===== src/rtl/ctrl_pkg.sv =====
// Shared types and codes for the multi-cycle MIPS main control FSM.
package ctrl_pkg;

  typedef enum logic [3:0] {
    S_IDLE     = 4'd0,
    S_FETCH    = 4'd1,
    S_DECODE   = 4'd2,
    S_MEMADDR  = 4'd3,
    S_MEMREAD  = 4'd4,
    S_MEMWB    = 4'd5,
    S_MEMWRITE = 4'd6,
    S_EXEC     = 4'd7,
    S_RWB      = 4'd8,
    S_ADDIWB   = 4'd9,
    S_BRANCH   = 4'd10,
    S_JUMP     = 4'd11
  } state_t;

  localparam logic [5:0] OP_RTYPE = 6'h00;
  localparam logic [5:0] OP_J     = 6'h02;
  localparam logic [5:0] OP_BEQ   = 6'h04;
  localparam logic [5:0] OP_BNE   = 6'h05;
  localparam logic [5:0] OP_ADDI  = 6'h08;
  localparam logic [5:0] OP_LW    = 6'h23;
  localparam logic [5:0] OP_SW    = 6'h2b;

  localparam logic [1:0] ALUOP_ADD   = 2'd0;
  localparam logic [1:0] ALUOP_SUB   = 2'd1;
  localparam logic [1:0] ALUOP_FUNCT = 2'd2;

  localparam logic [1:0] PCSRC_ALU    = 2'd0;
  localparam logic [1:0] PCSRC_ALUOUT = 2'd1;
  localparam logic [1:0] PCSRC_JUMP   = 2'd2;

  localparam logic [1:0] SRCB_B     = 2'd0;
  localparam logic [1:0] SRCB_FOUR  = 2'd1;
  localparam logic [1:0] SRCB_IMM   = 2'd2;
  localparam logic [1:0] SRCB_IMMSH = 2'd3;

  typedef struct packed {
    logic       pc_write;
    logic       pc_write_cond;
    logic [1:0] pc_source;
    logic       iord;
    logic       mem_rd;
    logic       mem_wr;
    logic       ir_write;
    logic       alu_src_a;
    logic [1:0] alu_src_b;
    logic [1:0] alu_op;
    logic       reg_dst;
    logic       mem_to_reg;
    logic       reg_write;
  } ctrl_word_t;

endpackage


===== src/rtl/ctrl_outdec.sv =====
// Pure state -> control-word decoder. FETCH strobes are raw here and
// qualified with memory ready by the top.
module ctrl_outdec
  import ctrl_pkg::*;
(
  input  state_t     state_i,
  output ctrl_word_t cw_o
);

  always_comb begin
    cw_o = '0;
    case (state_i)
      S_FETCH: begin
        cw_o.mem_rd    = 1'b1;
        cw_o.ir_write  = 1'b1;
        cw_o.pc_write  = 1'b1;
        cw_o.alu_src_b = SRCB_FOUR;
        cw_o.alu_op    = ALUOP_ADD;
        cw_o.pc_source = PCSRC_ALU;
      end
      S_DECODE: begin
        cw_o.alu_src_b = SRCB_IMMSH;
        cw_o.alu_op    = ALUOP_ADD;
      end
      S_MEMADDR: begin
        cw_o.alu_src_a = 1'b1;
        cw_o.alu_src_b = SRCB_IMM;
        cw_o.alu_op    = ALUOP_ADD;
      end
      S_MEMREAD: begin
        cw_o.mem_rd = 1'b1;
        cw_o.iord   = 1'b1;
      end
      S_MEMWB: begin
        cw_o.reg_write  = 1'b1;
        cw_o.mem_to_reg = 1'b1;
      end
      S_MEMWRITE: begin
        cw_o.mem_wr = 1'b1;
        cw_o.iord   = 1'b1;
      end
      S_EXEC: begin
        cw_o.alu_src_a = 1'b1;
        cw_o.alu_src_b = SRCB_B;
        cw_o.alu_op    = ALUOP_FUNCT;
      end
      S_RWB: begin
        cw_o.reg_write = 1'b1;
        cw_o.reg_dst   = 1'b1;
      end
      S_ADDIWB: cw_o.reg_write = 1'b1;
      S_BRANCH: begin
        cw_o.alu_src_a     = 1'b1;
        cw_o.alu_src_b     = SRCB_B;
        cw_o.alu_op        = ALUOP_SUB;
        cw_o.pc_write_cond = 1'b1;
        cw_o.pc_source     = PCSRC_ALUOUT;
      end
      S_JUMP: begin
        cw_o.pc_write  = 1'b1;
        cw_o.pc_source = PCSRC_JUMP;
      end
      default: cw_o = '0;
    endcase
  end

endmodule


===== src/rtl/multicycle_control.sv =====
// Multi-cycle MIPS main control FSM. Optional bne support via `define CTRL_BNE_EN.
module multicycle_control
  import ctrl_pkg::*;
#(
  parameter int OP_W    = 6,
  parameter int ALUOP_W = 2
) (
  input  logic               clk_i,
  input  logic               rst_i,
  input  logic               start_i,
  input  logic [OP_W-1:0]    Op_i,
  input  logic               mem_ready_i,
  output logic               PCWrite_o,
  output logic               PCWriteCond_o,
  output logic [1:0]         PCSource_o,
  output logic               IorD_o,
  output logic               MemRd_o,
  output logic               MemWr_o,
  output logic               IRWrite_o,
  output logic               ALUSrcA_o,
  output logic [1:0]         ALUSrcB_o,
  output logic [ALUOP_W-1:0] ALUOp_o,
  output logic               RegDst_o,
  output logic               MemtoReg_o,
  output logic               RegWrite_o,
`ifdef CTRL_BNE_EN
  output logic               BranchNe_o,
`endif
  output logic               illegal_o,
  output logic [3:0]         state_o
);

  state_t     state_q, state_d;
  ctrl_word_t cw;
  logic       illegal_d;
  logic       fetch_ok;
  logic [5:0] op;

  assign op = 6'(Op_i);

  always_ff @(posedge clk_i) begin
    if (rst_i) state_q <= S_IDLE;
    else       state_q <= state_d;
  end

  always_comb begin
    state_d   = state_q;
    illegal_d = 1'b0;
    case (state_q)
      S_IDLE:  if (start_i) state_d = S_FETCH;
      S_FETCH: if (mem_ready_i) state_d = S_DECODE;
      S_DECODE: begin
        case (op)
          OP_LW, OP_SW, OP_ADDI: state_d = S_MEMADDR;
          OP_RTYPE:              state_d = S_EXEC;
          OP_BEQ:                state_d = S_BRANCH;
          OP_J:                  state_d = S_JUMP;
`ifdef CTRL_BNE_EN
          OP_BNE:                state_d = S_BRANCH;
`endif
          default: begin
            state_d   = S_FETCH;
            illegal_d = 1'b1;
          end
        endcase
      end
      S_MEMADDR: begin
        case (op)
          OP_LW:   state_d = S_MEMREAD;
          OP_SW:   state_d = S_MEMWRITE;
          OP_ADDI: state_d = S_ADDIWB;
          default: state_d = S_FETCH;
        endcase
      end
      S_MEMREAD:  if (mem_ready_i) state_d = S_MEMWB;
      S_MEMWRITE: if (mem_ready_i) state_d = S_FETCH;
      S_EXEC:     state_d = S_RWB;
      S_MEMWB, S_RWB, S_ADDIWB, S_BRANCH, S_JUMP: state_d = S_FETCH;
      default:    state_d = S_IDLE;
    endcase
  end

`ifdef CTRL_BNE_EN
  // Op_i is gone by BRANCH, so remember whether DECODE saw bne.
  logic bne_q;
  always_ff @(posedge clk_i) begin
    if (rst_i)                   bne_q <= 1'b0;
    else if (state_q == S_DECODE) bne_q <= (op == OP_BNE);
  end
  assign BranchNe_o = (state_q == S_BRANCH) & bne_q;
`endif

  ctrl_outdec u_outdec (
    .state_i (state_q),
    .cw_o    (cw)
  );

  assign fetch_ok      = (state_q != S_FETCH) | mem_ready_i;
  assign PCWrite_o     = cw.pc_write & fetch_ok;
  assign IRWrite_o     = cw.ir_write & fetch_ok;
  assign PCWriteCond_o = cw.pc_write_cond;
  assign PCSource_o    = cw.pc_source;
  assign IorD_o        = cw.iord;
  assign MemRd_o       = cw.mem_rd;
  assign MemWr_o       = cw.mem_wr;
  assign ALUSrcA_o     = cw.alu_src_a;
  assign ALUSrcB_o     = cw.alu_src_b;
  assign ALUOp_o       = ALUOP_W'(cw.alu_op);
  assign RegDst_o      = cw.reg_dst;
  assign MemtoReg_o    = cw.mem_to_reg;
  assign RegWrite_o    = cw.reg_write;
  assign illegal_o     = illegal_d;
  assign state_o       = state_q;

endmodule


===== config.mk =====
export PLATFORM = sky130hd
export DESIGN_NAME = multicycle_control
export DESIGN_NICKNAME = d
export VERILOG_FILES = /design/src/rtl/ctrl_pkg.sv /design/src/rtl/ctrl_outdec.sv /design/src/rtl/multicycle_control.sv
export SDC_FILE = /design/constraint.sdc
export NUM_CORES = 1
export LEC_CHECK = 0
export CAP_MARGIN = 10
export CORE_MARGIN = 2
export CORE_UTILIZATION = 43
export CTS_CLUSTER_DIAMETER = 30
export DETAILED_ROUTE_END_ITERATION = 10
export MAX_ROUTING_LAYER = met4
export PLACE_DENSITY = 0.9
export RECOVER_POWER = 25
export SLEW_MARGIN = 10
export SYNTH_ARGS = -nofsm -noshare
export SYNTH_HDL_FRONTEND = slang
export SYNTH_HIERARCHICAL = 1
export SYNTH_SLANG_ARGS = --single-unit

===== constraint.sdc =====
create_clock -name clk_i -period 2.5 [get_ports clk_i]
set_input_delay 0.75 -clock clk_i [delete_from_list [all_inputs] [get_ports clk_i]]
set_output_delay 0.75 -clock clk_i [all_outputs]
set_load 0.1 [all_outputs]

==> results.sh <==
export IMPL_status="finished clean"
export IMPL_grt_max_degree=26
export IMPL_vias_per_cell=6.46
export IMPL_vias=879
export IMPL_finalCritPeriodShare_pct=97.1
export IMPL_hold_viol_final=0
export IMPL_grt_setup_unrepaired="false"
export IMPL_cts_root_buf="clkbuf_4"
export IMPL_clock_skew_ps=10.3
export IMPL_grt_pass1_wl_um=3490
export IMPL_yosys_top_cells_area="dfxtp_1 (12%), nor3_1 (6.1%), nor2_1 (5.1%)"
export IMPL_crit_start="Op_i[5]"
export IMPL_grt_usage_pct=25.8
export IMPL_arrival_ps=1680
export IMPL_cts_buffer_depth=2
export IMPL_numCtsBuffers=3
export IMPL_critPathMaxStageDelay_ps=250
export IMPL_gr_usage_met2_pct=43.6
export IMPL_slew_headroom_pct=64.0
export IMPL_port_buffers=30
export IMPL_firstDrtPassIters=4
export IMPL_critical_path_class="in2out"
export IMPL_post_route_util_pct=88.0
export IMPL_hpwl_um=1610
export IMPL_cts_tree="yes"
export IMPL_drtIter0Drc=36
export IMPL_cts_hold_buffers=0
export IMPL_ys_types=40
export IMPL_initial_core_util_pct=44.7
export IMPL_io_pins=31
export IMPL_cp_cell_sequence="buf_6, and4b_1, a211oi_2, o211a_4, buf_12"
export IMPL_worst_pin_slew_ps=543
export IMPL_die_w_um=43.1
export IMPL_ant_nets=0
export IMPL_final_nets=132
export IMPL_min_path_type="reg2reg"
export IMPL_drive_gt1_share_pct=51.7
export IMPL_num_antenna_cells=0
export IMPL_ys_flop_type="dfxtp_1"
export IMPL_areaGrowthSynthToFinish_pct=96.8
export IMPL_met3_usage_pct=2.98
export IMPL_crit_family="compound AO/OA/AOI/OAI gates"
export IMPL_die_h_um=43.1
export IMPL_p_per_area_nw_per_um2=335
export IMPL_seq_area_frac_synth_pct=12.2
export IMPL_cap_violations=0
export IMPL_dieArea_sq_um=1860
export IMPL_seq_area_sq_um=95.1
export IMPL_cp_num_buf_inv=2
export IMPL_end_kind="primary output"
export IMPL_post_synth_cell_area_avg_sq_um=7.39
export IMPL_path_clk_slew_ps=30
export IMPL_ys_ff_latch=4
export IMPL_power_leakage_nw=0.465
export IMPL_synth_edf_count=0
export IMPL_syn_nets=99
export IMPL_holdCritStartpoint="state_o[1]$_SDFFE_PP0P_"
export IMPL_antenna_found_initial=0
export IMPL_multi_input_area_sq_um=648
export IMPL_grtUsageMet1_pct=29.0
export IMPL_yosys_area_top_type="dfxtp_1"
export IMPL_slew_violations=0
export IMPL_finalSetupViolCount=0
export IMPL_clock_latency_ps=250
export IMPL_cts_sinks=4
export IMPL_wl_um=2310
export IMPL_r2r_start="state_o[2]$_SDFFE_PP0P_"
export IMPL_core_sq_um=1470
export IMPL_slowest_stage="a211oi_2"
export IMPL_worst_path_max_fanout=4
export IMPL_synth_area_sq_um=658
export IMPL_worstPathRequired_ps=1750
export IMPL_critPathLaunchType="input pin"
export IMPL_synth_cells=89
export IMPL_row_count=14
export IMPL_yosys_top_cells_count="nor2_1 (9), nor3_1 (8), nand2b_1 (5)"
export IMPL_yosys_warnings=6
export IMPL_max_freq_mhz=412
export IMPL_first_global_vias=791
export IMPL_grt_overflow_total=0
export IMPL_holdWs_ps=629
export IMPL_drcViolationCount=0
export IMPL_async_flop_share_pct=0
export IMPL_htreeDepth=1
export IMPL_ir_drop_mv=0.258
export IMPL_top_usage_layer="met2"
export IMPL_nFillCells=67
export IMPL_yosysMostFrequentCell="nor2_1"
export IMPL_gp_congestion=0.854
export IMPL_finalCriticalPeriod_ps=2430
export IMPL_netlist_area_leader_share_pct=12.2
export IMPL_post_drt_wl_per_cell_um=16.9
export IMPL_largest_register_ffs=4
report_power, final:
part | leakage [nW] | internal [mW] | switching (mW) | total, mW
Combinational | 0.416 | 0.103 | 0.156 | 0.259
Sequential | 0.0355 | 0.0649 | 0.0221 | 0.0871
Clock | 0.0138 | 0.0541 | 0.0336 | 0.0878
worst reg2reg max path, stage by stage (launching register included):
cell and delay [ps]:
dfxtp_4 490, nor2_1 140, a311oi_1 300, a41oi_1 90, a221oi_1 390
what timing repair did:
item                       4_1_cts  5_1_grt
setup buffers                    1        0
setup endpoints to repair        3        1
resized for setup               25        7
pin swaps                        4        4
through the flow:
step / instances / total power [mW] / setup slack (ps) / area (sq um) / TNS (ps)
after detailed placement: 132 / 0.341 / -399 / 1250 / -681
after floorplan: 89 / 0.261 / 20.5 / 822 / 0
after global placement: 132 / 0.335 / -359 / 1250 / -568
final: 136 / 0.434 / 73.2 / 1290 / 0
after CTS: 136 / 0.430 / -2.61 / 1290 / -2.61
after global routing: 136 / 0.452 / 14.7 / 1290 / 0
area by class of cell:
cell class                 instances  share of cell area, %
multi-input combinational         74                   50.0
sequential                         4                   7.34
inverter                           2                  0.580
timing repair buffer              37                   38.7
tap                               16                   1.55
clock buffer                       3                   1.74
metal layers:
layer	share of wire, %	up-vias	wire, um
li1	-	397	-
met1	38	401	870
met2	51	67	1170
met3	6.7	14	155
met4	4.6	0	106
met5	0	-	0
final timing paths:
check	end	slack [ps]	cells past startpoint
worst max register to register	state_o[0]$_SDFFE_PP0P_	940	4
worst min register to register	state_o[3]$_SDFFE_PP0P_	630	2
worst min-delay path	state_o[3]$_SDFFE_PP0P_	630	2
worst max-delay path	illegal_o	70	5
cells in the final DEF, fill, tap and decap left out, drive strengths merged, types with 3 or more instances in the layout:
master         Yosys  routed
nor3b              3       3
a41oi              3       3
nand2              4       4
nand2b             6       6
nor2               9       9
nor2b              4       4
dfxtp              4       4
a211oi             3       3
buf                8      28
clkbuf             1       8
a21oi              4       4
nor3               8       8
clkdlybuf4s50      0       3
kinds of logic (layout without fill, tap and decap cells):
kind of cell	Yosys count	after routing	synth area share (%)
simple gates	48	48	45.2
compound gates	23	23	25.7
buf+inv	11	42	12.9
flops	4	4	12.2
xor+xnor	3	3	3.99
No activity file was read; power rests on OpenSTA's default activity.
